--- src/rtl/fetch_unit_if.sv ---
// Fetch-side bus bundle: instruction-memory request/response channel plus the
// valid/ready handshake that hands fetched instructions to decode.
interface fetch_unit_if;
  logic        imem_req_valid;
  logic        imem_req_ready;
  logic [31:0] imem_req_addr;
  logic        imem_resp_valid;
  logic [31:0] imem_resp_data;
  logic        if_valid;
  logic        if_ready;
  logic [31:0] if_pc;
  logic [31:0] if_instr;

  modport master (
    output imem_req_valid, imem_req_addr, if_valid, if_pc, if_instr,
    input  imem_req_ready, imem_resp_valid, imem_resp_data, if_ready
  );

  modport slave (
    input  imem_req_valid, imem_req_addr, if_valid, if_pc, if_instr,
    output imem_req_ready, imem_resp_valid, imem_resp_data, if_ready
  );
endinterface

--- src/rtl/fetch_unit.sv ---
// Instruction fetch unit: owns the PC, issues one word fetch at a time and holds
// the result for decode; a branch redirect squashes held and in-flight fetches.
module fetch_unit #(
  parameter logic [31:0] RESET_PC = 32'h0000_0000,
  parameter int unsigned CNT_W    = 16
) (
  input  logic             clk,
  input  logic             rst_n,
  input  logic             b_taken,
  input  logic [31:0]      b_pc,
  fetch_unit_if.master     bus,
  output logic             misaligned,
  output logic [CNT_W-1:0] redirect_count
);

  typedef enum logic [1:0] {S_REQ, S_WAIT, S_HOLD, S_DROP} state_t;

  state_t      state_q, state_d;
  logic [31:0] pc_q, pc_d;
  logic [31:0] if_pc_q, if_pc_d;
  logic [31:0] if_instr_q, if_instr_d;

  always_ff @(posedge clk) begin
    if (!rst_n) begin
      state_q        <= S_REQ;
      pc_q           <= RESET_PC;
      if_pc_q        <= '0;
      if_instr_q     <= '0;
      misaligned     <= 1'b0;
      redirect_count <= '0;
    end else begin
      state_q    <= state_d;
      pc_q       <= pc_d;
      if_pc_q    <= if_pc_d;
      if_instr_q <= if_instr_d;
      misaligned <= b_taken && (b_pc[1:0] != 2'b00);
      if (b_taken && (redirect_count != '1))
        redirect_count <= redirect_count + 1'b1;
    end
  end

  always_comb begin
    state_d    = state_q;
    pc_d       = pc_q;
    if_pc_d    = if_pc_q;
    if_instr_d = if_instr_q;

    bus.imem_req_valid = (state_q == S_REQ) && !b_taken;
    bus.imem_req_addr  = pc_q;
    bus.if_valid       = (state_q == S_HOLD) && !b_taken;
    bus.if_pc          = if_pc_q;
    bus.if_instr       = if_instr_q;

    if (b_taken) begin
      // A pending response must still be drained, so WAIT without data
      // parks in DROP rather than going straight back to REQ.
      pc_d = {b_pc[31:2], 2'b00};
      unique case (state_q)
        S_REQ:   state_d = S_REQ;
        S_WAIT:  state_d = bus.imem_resp_valid ? S_REQ : S_DROP;
        S_HOLD:  state_d = S_REQ;
        S_DROP:  state_d = S_DROP;
        default: state_d = S_REQ;
      endcase
    end else begin
      unique case (state_q)
        S_REQ: if (bus.imem_req_ready) state_d = S_WAIT;
        S_WAIT:
          if (bus.imem_resp_valid) begin
            if_instr_d = bus.imem_resp_data;
            if_pc_d    = pc_q;
            pc_d       = pc_q + 32'd4;
            state_d    = S_HOLD;
          end
        S_HOLD: if (bus.if_ready) state_d = S_REQ;
        S_DROP: if (bus.imem_resp_valid) state_d = S_REQ;
        default: state_d = S_REQ;
      endcase
    end
  end

endmodule

--- src/flat_wrapper.sv ---
// flat-port wrapper written by rule: the top's interface ports become plain ports
module fetch_unit_flat 
#(
  parameter logic [31:0] RESET_PC = 32'h0000_0000,
  parameter int unsigned CNT_W    = 16
)
  (clk, rst_n, b_taken, b_pc, misaligned, redirect_count, bus_imem_req_valid, bus_imem_req_addr, bus_if_valid, bus_if_pc, bus_if_instr, bus_imem_req_ready, bus_imem_resp_valid, bus_imem_resp_data, bus_if_ready);
  fetch_unit_if bus_i ();
  input  logic clk;
  input  logic rst_n;
  input  logic b_taken;
  input  logic [31:0] b_pc;
  output logic misaligned;
  output logic [CNT_W-1:0] redirect_count;
  output wire logic [$bits(bus_i.imem_req_valid)-1:0] bus_imem_req_valid;
  output wire logic [$bits(bus_i.imem_req_addr)-1:0] bus_imem_req_addr;
  output wire logic [$bits(bus_i.if_valid)-1:0] bus_if_valid;
  output wire logic [$bits(bus_i.if_pc)-1:0] bus_if_pc;
  output wire logic [$bits(bus_i.if_instr)-1:0] bus_if_instr;
  input wire logic [$bits(bus_i.imem_req_ready)-1:0] bus_imem_req_ready;
  input wire logic [$bits(bus_i.imem_resp_valid)-1:0] bus_imem_resp_valid;
  input wire logic [$bits(bus_i.imem_resp_data)-1:0] bus_imem_resp_data;
  input wire logic [$bits(bus_i.if_ready)-1:0] bus_if_ready;
  assign bus_imem_req_valid = bus_i.imem_req_valid;
  assign bus_imem_req_addr = bus_i.imem_req_addr;
  assign bus_if_valid = bus_i.if_valid;
  assign bus_if_pc = bus_i.if_pc;
  assign bus_if_instr = bus_i.if_instr;
  assign bus_i.imem_req_ready = bus_imem_req_ready;
  assign bus_i.imem_resp_valid = bus_imem_resp_valid;
  assign bus_i.imem_resp_data = bus_imem_resp_data;
  assign bus_i.if_ready = bus_if_ready;
  fetch_unit #(.RESET_PC(RESET_PC), .CNT_W(CNT_W)) u_core (.clk(clk), .rst_n(rst_n), .b_taken(b_taken), .b_pc(b_pc), .bus(bus_i), .misaligned(misaligned), .redirect_count(redirect_count));
endmodule
--- config.mk ---
export PLATFORM = sky130hd
export DESIGN_NAME = fetch_unit_flat
export DESIGN_NICKNAME = d
export VERILOG_FILES = /design/src/rtl/fetch_unit_if.sv /design/src/rtl/fetch_unit.sv /design/src/flat_wrapper.sv
export SDC_FILE = /design/constraint.sdc
export NUM_CORES = 1
export LEC_CHECK = 0
export BUFFER_PORTS_ARGS = -buffer_cell sky130_fd_sc_hd__buf_4
export CORE_MARGIN = 3
export CORE_UTILIZATION = 53
export CTS_CLUSTER_DIAMETER = 150
export DETAILED_ROUTE_END_ITERATION = 8
export GPL_ROUTABILITY_DRIVEN = 0
export GPL_TIMING_DRIVEN = 0
export PLACE_DENSITY = 0.85
export SLEW_MARGIN = 0
export SYNTH_ARGS = -nofsm -noshare
export SYNTH_HDL_FRONTEND = slang
export SYNTH_SLANG_ARGS = --single-unit
--- constraint.sdc ---
create_clock -name clk -period 4.6 [get_ports clk]
set_input_delay 0.23 -clock clk [delete_from_list [all_inputs] [get_ports clk]]
set_output_delay 0.23 -clock clk [all_outputs]
set_load 0.05 [all_outputs]
Word-level counts from Yosys, hierarchy flattened
Index checks and enable logic that the tools add are counted.
- $add $sub $neg: 2
- eq/ne operators: 8
- mux-type cells: 11
- bitwise gates (word level): 2
- reductions and logical operators: 15
- operators with widths (kind ; count):
    32-bit 2-to-1 mux ; 3
    32-bit by 3-bit adder with 32-bit output, second input constant ; 1
    16-bit by 1-bit adder with 16-bit output, second input constant ; 1
    16-bit inequality test, second input constant ; 1
    2-bit 2-to-1 mux ; 6
    3-bit inequality test, second input constant ; 4
    2-bit case mux with 4 select lines ; 1
    2-bit case mux with 3 select lines ; 1
    2-bit nonzero test ; 3
    2-bit equality test, second input constant ; 2
    1-bit logical AND ; 4
    2-bit AND reduction ; 2
    4-bit AND reduction ; 1
    2-bit OR reduction ; 2
    3-bit AND reduction ; 1
    2-bit by 1-bit equality test with 1-bit output, second input constant ; 1
    2-bit logical NOT ; 1
    1-bit NOT ; 2
    1-bit logical NOT ; 1
- flip-flop bits (word level): 115
- bits of input ports: 70
- word-level logic and storage cells: 45

Depth between registers and ports, before layout
- depth in word-level cells: 4
- mapped depth: 6
- depth with buffers taken out: 5

Worst setup path after synthesis
No wires, ideal clock.
- kind: register -> register
- start: register u_core.pc_q[7] (netlist: u_core.bus.imem_req_addr[7])
- end: register u_core.pc_q[21] (netlist: u_core.bus.imem_req_addr[21])
- setup time: 74 ps
- arrival time: 2331 ps
- slack: 2195 ps
- cell stages (with the launch flop): 7
- clock period less this slack: 2405 ps
- cell sequence: dfxtp_1 > buf_2 > nand4_4 > or4_1 > buf_2 > or4_1 > a31oi_1
- word-level cells in the longest chain between the ends: 4
- ends and longest elaborated chain (what ; line ; source):
    start, declared ; fetch_unit.sv:19 ; logic [31:0] pc_q, pc_d;
    start signal, assigned ; fetch_unit.sv:33 ; pc_q <= pc_d;
    32-bit by 3-bit adder with 32-bit output ; fetch_unit.sv:72 ; pc_d = pc_q + 32'd4;
    32-bit 2-to-1 mux ; fetch_unit.sv:69 ; if (bus.imem_resp_valid) begin
    32-bit 2-to-1 mux ; fetch_unit.sv:66 ; unique case (state_q)
    32-bit 2-to-1 mux ; fetch_unit.sv:54 ; if (b_taken) begin
Every way passes these cells. The select of a mux whose other input is x is not followed.
A chain may end at the register's enable or synchronous reset.

Worst setup path after layout
- start: register u_core.redirect_count[0]
- end: register u_core.redirect_count[3]
- word-level cells in the longest chain between the ends: 2
- elaborated cells on any way between the ends: 3
- ends and longest elaborated chain (what ; line ; source):
    start, declared ; fetch_unit.sv:13 ; output logic [CNT_W-1:0] redirect_count
    start signal, assigned ; fetch_unit.sv:38 ; redirect_count <= redirect_count + 1'b1;
    parallel branches: the longest is 2 deep, another holds 16-bit by 1-bit adder with 16-bit output ; n/a ;
Several ways; the timed one is not identified.

==> impl_metrics.json <==
{
  "status": "completed",
  "antenna_found_initial": 0,
  "endpoint": "u_core.redirect_count[3]$_SDFFE_PN0P_",
  "power_density_mw_per_mm2": 295,
  "die_h_um": 103,
  "cts-hold-fix-buffers": 0,
  "grt_pass1_vias": 5273,
  "startpoint": "u_core.redirect_count[0]$_SDFFE_PN0P_",
  "synth-edff-count": 0,
  "yosysUniqueCellTypes": 58,
  "rsz0062_at_grt": "no",
  "setup_tns_ns": 0,
  "cp-end-kind": "register",
  "grt.total_usage_pct": 30.6,
  "synth.largest_area_cell": "dfxtp_1",
  "tritoncts": "built",
  "clockPowerShare_pct": 31.5,
  "dp_hpwl_um": 12600,
  "worst_slew_pin_slew_ns": 1.00,
  "root_buffer": "clkbuf_8",
  "post_cts.repair.setup_buffers": 0,
  "via_count": 5686,
  "initialDrtViolationCount": 508,
  "core_mm2": 0.00893,
  "detail_route.wl_per_cell_um": 17.9,
  "slew_headroom_pct": 32.7,
  "synthFlopType": "dfxtp_1",
  "syn_area_mm2": 0.00500,
  "r2r_start": "u_core.redirect_count[0]$_SDFFE_PN0P_",
  "finalWirelength_um": 17000,
  "max_freq_ghz": 0.407,
  "vias_per_cell": 6.01,
  "yosysWarnings": 0,
  "peakVddDrop_v": 0.000194,
  "cpPeakStageDelay_ns": 0.78,
  "synthArstFlopShare_pct": 0,
  "slew_violations": 0,
  "holdWs_ns": 0.0805,
  "setup_violations": 0,
  "fp.dieW_um": 103,
  "start_util_pct": 56.0,
  "worstRegToRegCells": 6,
  "critical_path_class": "register to register",
  "grt_pass1_wl_um": 25600,
  "final_hold_viol_count": 0,
  "syn_avg_cell_area_um2": 7.82,
  "rrSetupSlack_ns": 2.14,
  "drtAntennaViolNets": 0,
  "cts_buffers": 9,
  "finalClockSkew_ns": 0.0169,
  "sw_frac_of_total_pct": 31.0,
  "leakage_nw": 2.59,
  "required_ns": 4.84,
  "p_int_w": 0.00136,
  "area_delta_synth_final_pct": 34.1,
  "fin_nets": 905,
  "fin_crit_ns": 2.46,
  "synth_top_area_share_pct": 44.5,
  "crit_path_top_delay_cell": "nor4_1",
  "setup.worst_path.start_class": "register",
  "holdCritStartpoint": "bus_imem_resp_data[18]",
  "port_buffers": 180,
  "insertion_delay_ns": 0.38,
  "period_share_pct": 53.4,
  "rows": 34,
  "h-tree-depth": 3,
  "dr.pass1.iters": 5,
  "ys_seq_area_share_pct": 44.5,
  "cts_resized": 0,
  "clk_pin_slew_ns": 0.12,
  "grt_overflow": 0,
  "grt_max_degree": 20,
  "diodes": 0,
  "cp_max_fo": 10,
  "ys_ff_latch": 111,
  "crit_chain": "ha_1 -> nand4_1 -> nor4_1 -> clkbuf_1 -> or3_1 -> a21oi_1",
  "maxCapViolations": 0,
  "crit_arrival_ns": 2.70,
  "power.net_switching_w": 0.000612,
  "drive_above_1_share_pct": 25.1,
  "clock-sinks": 111,
  "setup_ws_ns": 2.14,
  "drc_errors": 0,
  "min_path_type": "input port to register",
  "synth_area_leaders": "dfxtp_1, nand2_1, a21oi_1",
  "total_power_w": 0.00198,
  "preCtsSetupSlack_ns": 2.27,
  "netlist_instances": 639,
  "die_area_mm2": 0.0106,
  "r2r-end": "u_core.redirect_count[3]$_SDFFE_PN0P_",
  "io_pins": 185,
  "seq_power_share_pct": 52.1,
  "pwr-share-comb_pct": 16.3,
  "cts_buffer_depth": 2
}
## per-layer routing
metal  routed length (um)  GRT usage [%]  up-vias
li1                     -              -     2658
met1                 6390           37.7     2639
met2                 8350           51.6      334
met3                 1760           6.90       55
met4                  469           12.6        0
met5                    0              0        -
## stage by stage
step,instance area (um^2),instances,util [%]
2_1_floorplan,5010,642,-
3_3_place_gp,6500,930,72.7
3_5_place_dp,6500,930,72.7
4_1_cts,6700,946,75.0
5_1_grt,6700,946,75.0
6_report,6700,946,75.0
## synth_stat cells, types with 9 or more instances
| cell | instances |
|---|---|
| nand2_1 | 157 |
| dfxtp_1 | 111 |
| a21oi_1 | 77 |
| clkbuf_1 | 41 |
| o21ai_0 | 27 |
| nand3_1 | 22 |
| nand4_1 | 21 |
| nor2_1 | 19 |
| nor3_1 | 13 |
| or3_1 | 13 |
| nand2b_1 | 9 |
| nor4_1 | 9 |
| or4_1 | 9 |
## state kept, by name (all words and copies together) (netlist names)
| name | flops |
|---|---|
| u_core.bus.if_instr | 32 |
| u_core.bus.if_pc | 30 |
| u_core.bus.imem_req_addr | 30 |
| u_core.redirect_count | 16 |
| u_core.state_q | 2 |
| u_core.misaligned | 1 |
## power groups by stage
stage          clock network [W]  logic, W  registers, W
6_report                0.000623  0.000323       0.00103
3_5_place_dp                   0  0.000318       0.00105
2_1_floorplan                  0  0.000100       0.00113
4_1_cts                 0.000621  0.000319       0.00103
5_1_grt                 0.000652  0.000340       0.00103
3_3_place_gp                   0  0.000313       0.00105
## cell usage in the layout, fill, tap and decap left out, types with 8 or more instances in the layout
| cell type | synthesis | final |
|---|---|---|
| or4_1 | 9 | 9 |
| nor2_1 | 19 | 19 |
| nand3_1 | 22 | 22 |
| nand2_1 | 157 | 157 |
| dfxtp_1 | 111 | 111 |
| a31oi_1 | 8 | 8 |
| o21ai_0 | 27 | 27 |
| and4_1 | 8 | 8 |
| or3_1 | 13 | 13 |
| clkbuf_1 | 41 | 42 |
| nand4_1 | 21 | 21 |
| nor4_1 | 9 | 9 |
| a21oi_1 | 77 | 77 |
| buf_4 | 4 | 184 |
| clkbuf_8 | 0 | 9 |
| nor3_1 | 13 | 13 |
| nand2b_1 | 9 | 9 |
## critical path: cells and delay by family, from the launching register on
family / cells / cell delay (ns)
AOI/OAI and AO/OA: 1 / 0.07
adders and majority gates: 1 / 0.26
buffers and inverters: 1 / 0.41
DFF: 1 / 0.44
and+or+nand+nor: 3 / 1.14
## how the worst min path moves through the flow
stage | depth (start not counted) | end | slack, ns
final | 3 | u_core.bus.if_instr[18]$_SDFFE_PN0P_ | 0.08
after CTS | 3 | u_core.bus.if_instr[18]$_SDFFE_PN0P_ | 0.08
after global placement | 2 | u_core.bus.if_pc[30]$_SDFFE_PN0P_ | 0.44
after floorplan | 2 | u_core.bus.if_instr[0]$_SDFFE_PN0P_ | 0.37
after detailed placement | 2 | u_core.bus.if_pc[26]$_SDFFE_PN0P_ | 0.45
after global routing | 3 | u_core.bus.if_instr[1]$_SDFFE_PN0P_ | 0.09
## cells by family (layout without fill, tap and decap cells)
kind of cell | Yosys count | after routing | share of synthesized area (%)
adders and majority gates | 2 | 2 | 0.501
other | 1 | 4 | 0.0750
DFF | 111 | 111 | 44.5
and+or+nand+nor | 303 | 303 | 29.7
muxes | 6 | 6 | 1.20
buffers and inverters | 56 | 252 | 4.56
xor gates and xnor gates | 11 | 11 | 1.93
AOI/OAI and AO/OA | 149 | 149 | 17.6
## layout make-up
| type | count | area (um^2) |
|---|---|---|
| buffer | 49 | 201 |
| clock inverter | 6 | 80.1 |
| clock buffer | 10 | 128 |
| multi-input combinational | 475 | 2560 |
| timing repair buffer | 180 | 1350 |
| tap | 108 | 135 |
| fill | 699 | 2230 |
| sequential | 111 | 2220 |
| inverter | 7 | 26.3 |
No activity file was read; power rests on OpenSTA's default activity.
